==> src/rtl/dtc_inverse_search.sv <==
// Inverse-query engine: sweeps every candidate through an external combinational
// classifier and reports the lowest vector hitting a target class plus the hit count.
// Optional early exit on first match: define DTC_SEARCH_EARLY_EXIT_EN.
module dtc_inverse_search #(
    parameter int WIDTH = 8,
    parameter int CLS_W = 2
) (
    input  logic             clk,
    input  logic             rst_n,
    input  logic             req_valid,
    output logic             req_ready,
    input  logic [CLS_W-1:0] req_class,
    output logic [WIDTH-1:0] cand,
    input  logic [CLS_W-1:0] cls,
    output logic             rsp_valid,
    input  logic             rsp_ready,
    output logic             rsp_found,
    output logic [WIDTH-1:0] rsp_vec,
    output logic [WIDTH:0]   rsp_count
);

    typedef enum logic [1:0] {
        IDLE = 2'd0,
        SCAN = 2'd1,
        RESP = 2'd2
    } state_t;

    state_t           state_q, state_d;
    logic [CLS_W-1:0] tgt_q, tgt_d;
    logic [WIDTH-1:0] cand_q, cand_d;
    logic [WIDTH-1:0] vec_q, vec_d;
    logic [WIDTH:0]   count_q, count_d;
    logic             found_q, found_d;
    logic             req_ready_q, req_ready_d;
    logic             rsp_valid_q, rsp_valid_d;
    logic             rsp_found_q, rsp_found_d;
    logic [WIDTH-1:0] rsp_vec_q, rsp_vec_d;
    logic [WIDTH:0]   rsp_count_q, rsp_count_d;

    logic hit;
    logic last_cand;
    logic scan_done;

    assign hit       = (cls == tgt_q);
    assign last_cand = (cand_q == {WIDTH{1'b1}});

    // Early exit only changes when the sweep stops; the first hit always leaves count at 1.
`ifdef DTC_SEARCH_EARLY_EXIT_EN
    assign scan_done = last_cand || hit;
`else
    assign scan_done = last_cand;
`endif

    always_comb begin
        state_d     = state_q;
        tgt_d       = tgt_q;
        cand_d      = cand_q;
        vec_d       = vec_q;
        count_d     = count_q;
        found_d     = found_q;
        req_ready_d = req_ready_q;
        rsp_valid_d = rsp_valid_q;
        rsp_found_d = rsp_found_q;
        rsp_vec_d   = rsp_vec_q;
        rsp_count_d = rsp_count_q;

        case (state_q)
            IDLE: begin
                if (req_valid && req_ready_q) begin
                    tgt_d       = req_class;
                    count_d     = '0;
                    found_d     = 1'b0;
                    vec_d       = '0;
                    cand_d      = '0;
                    req_ready_d = 1'b0;
                    state_d     = SCAN;
                end
            end
            SCAN: begin
                if (hit) begin
                    count_d = count_q + (WIDTH+1)'(1);
                    if (!found_q) begin
                        found_d = 1'b1;
                        vec_d   = cand_q;
                    end
                end
                cand_d = cand_q + WIDTH'(1);
                // Results are published from the next-state values so the last sample counts.
                if (scan_done) begin
                    cand_d      = '0;
                    rsp_valid_d = 1'b1;
                    rsp_found_d = found_d;
                    rsp_vec_d   = vec_d;
                    rsp_count_d = count_d;
                    state_d     = RESP;
                end
            end
            RESP: begin
                if (rsp_ready) begin
                    rsp_valid_d = 1'b0;
                    req_ready_d = 1'b1;
                    state_d     = IDLE;
                end
            end
            default: begin
                cand_d      = '0;
                rsp_valid_d = 1'b0;
                req_ready_d = 1'b1;
                state_d     = IDLE;
            end
        endcase
    end

    always_ff @(posedge clk or negedge rst_n) begin
        if (!rst_n) begin
            state_q     <= IDLE;
            tgt_q       <= '0;
            cand_q      <= '0;
            vec_q       <= '0;
            count_q     <= '0;
            found_q     <= 1'b0;
            req_ready_q <= 1'b1;
            rsp_valid_q <= 1'b0;
            rsp_found_q <= 1'b0;
            rsp_vec_q   <= '0;
            rsp_count_q <= '0;
        end else begin
            state_q     <= state_d;
            tgt_q       <= tgt_d;
            cand_q      <= cand_d;
            vec_q       <= vec_d;
            count_q     <= count_d;
            found_q     <= found_d;
            req_ready_q <= req_ready_d;
            rsp_valid_q <= rsp_valid_d;
            rsp_found_q <= rsp_found_d;
            rsp_vec_q   <= rsp_vec_d;
            rsp_count_q <= rsp_count_d;
        end
    end

    assign req_ready = req_ready_q;
    assign cand      = cand_q;
    assign rsp_valid = rsp_valid_q;
    assign rsp_found = rsp_found_q;
    assign rsp_vec   = rsp_vec_q;
    assign rsp_count = rsp_count_q;

endmodule

==> config.mk <==
export PLATFORM = sky130hd
export DESIGN_NAME = dtc_inverse_search
export DESIGN_NICKNAME = d
export VERILOG_FILES = /design/src/rtl/dtc_inverse_search.sv
export SDC_FILE = /design/constraint.sdc
export NUM_CORES = 1
export LEC_CHECK = 0
export BUFFER_PORTS_ARGS = -buffer_cell sky130_fd_sc_hd__buf_2
export CAP_MARGIN = 30
export CORE_UTILIZATION = 56
export CTS_CLUSTER_DIAMETER = 150
export CTS_CLUSTER_SIZE = 20
export DETAILED_ROUTE_END_ITERATION = 10
export PLACE_DENSITY = 0.79
export SLEW_MARGIN = 15
export SYNTH_ARGS = -nofsm -noshare
export SYNTH_HDL_FRONTEND = slang
export SYNTH_SLANG_ARGS = --single-unit
==> constraint.sdc <==
create_clock -name clk -period 2.2 [get_ports clk]
set_input_delay 0.11 -clock clk [delete_from_list [all_inputs] [get_ports clk]]
set_output_delay 0.11 -clock clk [all_outputs]
set_load 0.02 [all_outputs]
Word-level counts from Yosys, hierarchy flattened. Index checks and enable logic that the tools add are counted. Widths: inputs -> output; s select.

Add/subtract/negate cells: 2. Equality and inequality tests: 7. Mux-type cells: 21. Bitwise operators: 3. Reduce and logical (&&, ||, !) cells: 10.

Operators by type and width (count): $mux 8 (4); $pmux 8 s3 (1); $mux 9 (2); $pmux 9 s2 (1); $pmux 8 s2 (1); $add 9x1->9 const B (1); $reduce_and 3->1 (3); $add 8x1->8 const B (1); $eq 8x8->1 const B (1); $reduce_and 2->1 (4); $mux 2 (3); $ne 2x2->1 const B (3); $pmux 1 s3 (2); $pmux 2 s3 (1); $mux 1 (5); $not 1->1 (3); $eq 2x1->1 const B (1); $eq 2x2->1 (1); $eq 2x2->1 const B (1); $logic_not 2->1 (1); $pmux 1 s2 (1); $reduce_bool 2->1 (1); $logic_and 1x1->1 (1).

Bits in registers: 50. Input bits: 8. Output and inout bits: 28. Word-level logic and storage cells: 54.

Depth between registers and ports, before layout.
Word-level depth: 3. Mapped depth: 6. Mapped depth without buffers: 5.

Worst setup path before layout. OpenSTA, ideal clock, no wires.

Path kind: reg-to-reg. Start point: reg cand_q[0], in the netlist cand[0]. End point: reg rsp_vec_q[7], in the netlist rsp_vec[7]. Setup time: 135 ps. Arrival: 1634 ps. Data required time: 2065 ps. Setup slack: 431 ps. Stages on the path, launching flop included: 6. Path buffers: 0. Clock period less this slack: 1769 ps. Path through: dfrtp_1 -> ha_1 -> and3_1 -> nand3_1 -> a21oi_1 -> a21oi_1.

Word-level cells in the longest chain between the ends: 2.

Ends and longest elaborated chain: start, declared (line 30) `logic [WIDTH-1:0] cand_q, cand_d;`; start signal, assigned (line 130) `cand_q <= cand_d;`; $eq 8x8->1 (line 45) `assign last_cand = (cand_q == {WIDTH{1'b1}});`; $reduce_and 2->1 (no line); end signal, assigned (line 137) `rsp_vec_q <= rsp_vec_d;`; end, declared (line 37) `logic [WIDTH-1:0] rsp_vec_q, rsp_vec_d;`.

No other way between the ends. A chain may end at the register's enable or synchronous reset.

Worst setup path after layout.
Start point: reg tgt_q[0]. End point: reg vec_q[3].

Word-level cells in the longest chain between the ends: 3.

Ends and longest elaborated chain: start, declared (line 29) `logic [CLS_W-1:0] tgt_q, tgt_d;`; start signal, assigned (line 129) `tgt_q <= tgt_d;`; $eq 2x2->1 (line 44) `assign hit = (cls == tgt_q);`; $mux 8 (line 80) `if (hit) begin`; $pmux 8 s2 (line 67) `case (state_q)`; end signal, assigned (line 131) `vec_q <= vec_d;`; end, declared (line 31) `logic [WIDTH-1:0] vec_q, vec_d;`.

No other way between the ends.

==> reports/summary.md <==
The worst-case IR drop observed on VDD is 0.663 mV. After floorplanning, the core was sized to cover 4000 sq um. Kind of end point of the critical path: a flip-flop. For this design the top-level I/O count stands at 36.

The initial antenna violation count was 0; the area share of and/or/nand/nor cells after synthesis was 0.188. Summed over all nets, the switching power comes to 0.649 mW. The tools report the insertion delay to the later sink of the worst-skew pair as 300 ps.

The initial DRC count came out at 116. Clock tree synthesis selected as its root buffer the cell clkbuf_8. The number of warning messages in the yosys log was 0. In this run the post-CTS setup repair buffer count came out at 0. The synthesized-area fraction occupied by adder cells was 0.0107; the detail-routed net length per standard cell was 14.7 microns.

The multiplexer fraction of the synthesized cell area was 0.0139. The placement-stage cell area was 2590 sq um. For the worst setup path, the data arrival time is 2140 ps. Share of cells above drive strength 1: 0.213.

The portion of total power attributed to the clock network was 0.345; the area share of xor/xnor cells in the synthesized design was 0.0632. Main combinational cell family by area after synthesis: simple AND/OR/NAND/NOR gates. The finished cells cover 2750 sq um.

The internal portion of the total power is 1.62 mW. The flow ran to the end, and the final reports show no timing, DRC or antenna violations. On the final layout, the worst hold slack is 36.2 ps.

In this run the cell area of the synthesized design comes to 2340 sq um. The run gives 0 as the number of setup violations in the final report. Each instance of the synthesized netlist takes up on average 9.94 sq um. The required time of the critical path came out at 2440 ps. In this run the worst path has a maximum fanout of 9.

The ratio of final minimum period to clock period was 0.863. The number of hold violations in the final report is 0, and the clock slew seen by the registers of the worst setup and hold paths is 90 ps. The gate count of the mapped netlist came out at 235. For the overall track demand over capacity in global routing, the log shows 0.243.

The run gives 0.584 as the effective utilization at floorplan. The run gives 27 as the pin count of the biggest net entering global routing. The count of nets left with antenna violations once routing finished came out at 0. Timing analysis after detailed placement gives a worst setup slack of 351 ps. Summed over all cells, the static leakage comes to 1.28 nW. The logs give 0 for the total inserted antenna cells and 2 for the maximum number of buffers from clock root to sink. For the H-tree depth reported by CTS, the log shows 2. The count of buffers added on input and output ports is 35. The proportion of power drawn by combinational gates is 0.171, and the via-per-instance ratio is 5.61. The floorplan step set the die width to 66.6 microns. The most common flop cell mapped by yosys is dfrtp_1. The clock period minus final worst setup slack was 1900 ps. The tools report the number of global-route vias before repair as 1711. Routability-driven placement finished with a final weighted congestion of 0.876. The min-delay analysis places its worst path in the category in -> reg. Static timing analysis puts the maximum clock frequency at 527 MHz. Sum of overflow across all layers after global routing: 0. For the total wire length, the log shows 4.79 mm.

The number of enable-type register cells in the synthesized netlist is 0. Dividing total power by cell area gives a power density of 827 nW/um^2. The floorplan step defined a die boundary enclosing 4430 sq um.

The register bit total from synthesis is 50, and the clock tree skew after final layout is 5.55 ps. The vertical die dimension was 66.6 microns. The switching part of the total power was 0.286. Detailed placement finished with a half-perimeter wire length of 3.45 mm. The final sum of negative setup slack is 0 ps, and the clock buffer count from CTS is 5. The worst setup path category is reg -> reg. For the filler cell count, the log shows 328. The distinct cell type count of the synthesized netlist was 42; the post-route DRC violation count was 0. The final route contains 1835 vias. Summing all flip-flop and latch instances after layout gives 1250 sq um.

From synthesis to final layout, the design area changed by 17.6%. Kind of launch point of the worst setup path: a flip-flop. The final net count came out at 286.

Setup repair after global routing left no endpoint under its margin. The count of TritonRoute iterations in the first routing pass was 6. The library cell used most frequently in the layout, excluding fill and tap cells, is dfrtp_1.

The part of the power in registers was 0.484. In this run the core area contains 23 standard-cell rows. The max-capacitance violation count was 0. For the relative slew slack, the log shows 0.590. Net count after synthesis: 245.

The transition time at the pin with the least slew margin was 610 ps; the first-pass GRT wire length was 7.97 mm. Counting every sink on the clock net gives 50. TritonCTS built the clock tree. The async set-reset flop share out of synthesis was 1.00. Complex-gate fraction of the synthesized area: 0.168. The multi-input combinational cells in the finished layout cover a total of 1040 sq um. The run gives 0.536 as the sequential cell area fraction in the yosys report.

In the layout the commonest cells are dfrtp_1 (49), buf_2 (35), nor2_1 (27). The run gives 0 as the final count of pins violating max slew. The final worst slack came out at 301 ps.
==> logic make-up (layout without fill, tap and decap cells) <==
logic type	count (synthesis)	after routing
buffers and inverters	12	54
flip-flops	50	50
multiplexers	3	3
XOR/XNOR	16	16
AND/OR/NAND/NOR	89	89
AO/OA/AOI/OAI	63	63
adder cells (fa/ha/maj)	2	2
==> final cells by class <==
cell class                 count  area share
sequential                    50       0.456
clock inverter                 2      0.0219
inverter                       2     0.00273
multi-input combinational    173       0.377
tap                           50      0.0228
timing repair buffer          44      0.0893
clock buffer                   6      0.0301
==> final timing paths <==
| check | startpoint | endpoint | slack, ps | depth (start not counted) |
|---|---|---|---|---|
| max | tgt_q[0] | vec_q[3] | 300 | 4 |
| min | req_class[1] | tgt_q[1] | 40 | 2 |
| max reg2reg | tgt_q[0] | vec_q[3] | 300 | 4 |
| min reg2reg | rsp_found | rsp_found | 490 | 2 |
| max in group asynchronous | rst_n | count_q[6] | 1260 | 3 |
| min in group asynchronous | rst_n | rsp_vec[2] | 340 | 2 |
==> worst max-delay path, cell delays in order, from the launching register on <==
cell     delay, ps
dfrtp_1        420
xor2_1         510
nor3_1         190
o21ai_1        500
a22o_1         220
==> metrics by stage <==
stage / total power, mW / utilization / instances
finish: 2.27 / 0.687 / 327
detailed placement: 1.50 / 0.648 / 318
global placement: 1.49 / 0.648 / 318
global route: 2.37 / 0.687 / 327
CTS: 2.28 / 0.687 / 327
floorplan: 1.35 / - / 235
==> Yosys cell counts (all sizes together), types with 3 or more instances <==
cell type  count  area share
nor3           5       0.013
nor2          28       0.048
a21o           4       0.013
nand2b         5       0.013
and3           3      0.0080
nor4           5       0.013
dfrtp         49        0.52
a21oi         25       0.054
nand2         24       0.039
xnor2          7       0.026
a22o           9       0.034
nand4          3      0.0080
clkbuf         7       0.011
a31oi          5       0.013
buf            3      0.0059
xor2           9       0.037
o21ai         12       0.026
nand3          8       0.017
==> state kept, by name, summed over array words and instances (netlist names) <==
register / cells
cand: 8
count_q: 9
found_q: 1
req_ready: 1
rsp_count: 9
rsp_found: 1
rsp_valid: 1
rsp_vec: 8
state_q: 2
tgt_q: 2
vec_q: 8
==> power groups by stage <==
stage / logic (mW) / registers, mW / clock network (mW)
6_report: 0.388 / 1.10 / 0.783
5_1_grt: 0.432 / 1.12 / 0.822
4_1_cts: 0.392 / 1.10 / 0.788
3_5_place_dp: 0.383 / 1.12 / 0
3_3_place_gp: 0.375 / 1.11 / 0
2_1_floorplan: 0.212 / 1.14 / 0
==> routing by layer <==
layer / global-route usage / vias up / part of all wire
li1: - / 926 / -
met1: 0.325 / 867 / 0.48
met2: 0.388 / 36 / 0.47
met3: 0.0514 / 6 / 0.034
met4: 0.0878 / 0 / 0.013
met5: 0 / - / 0
==> repair_timing <==
| action | 4_1_cts | 5_1_grt |
|---|---|---|
| endpoints found under the hold margin | 23 | 0 |
| hold buffers | 1 | 0 |
| resized for setup | 0 | 0 |
| endpoints found under the setup margin | 0 | 0 |
Note: power is estimated with default switching activity, not from simulation.
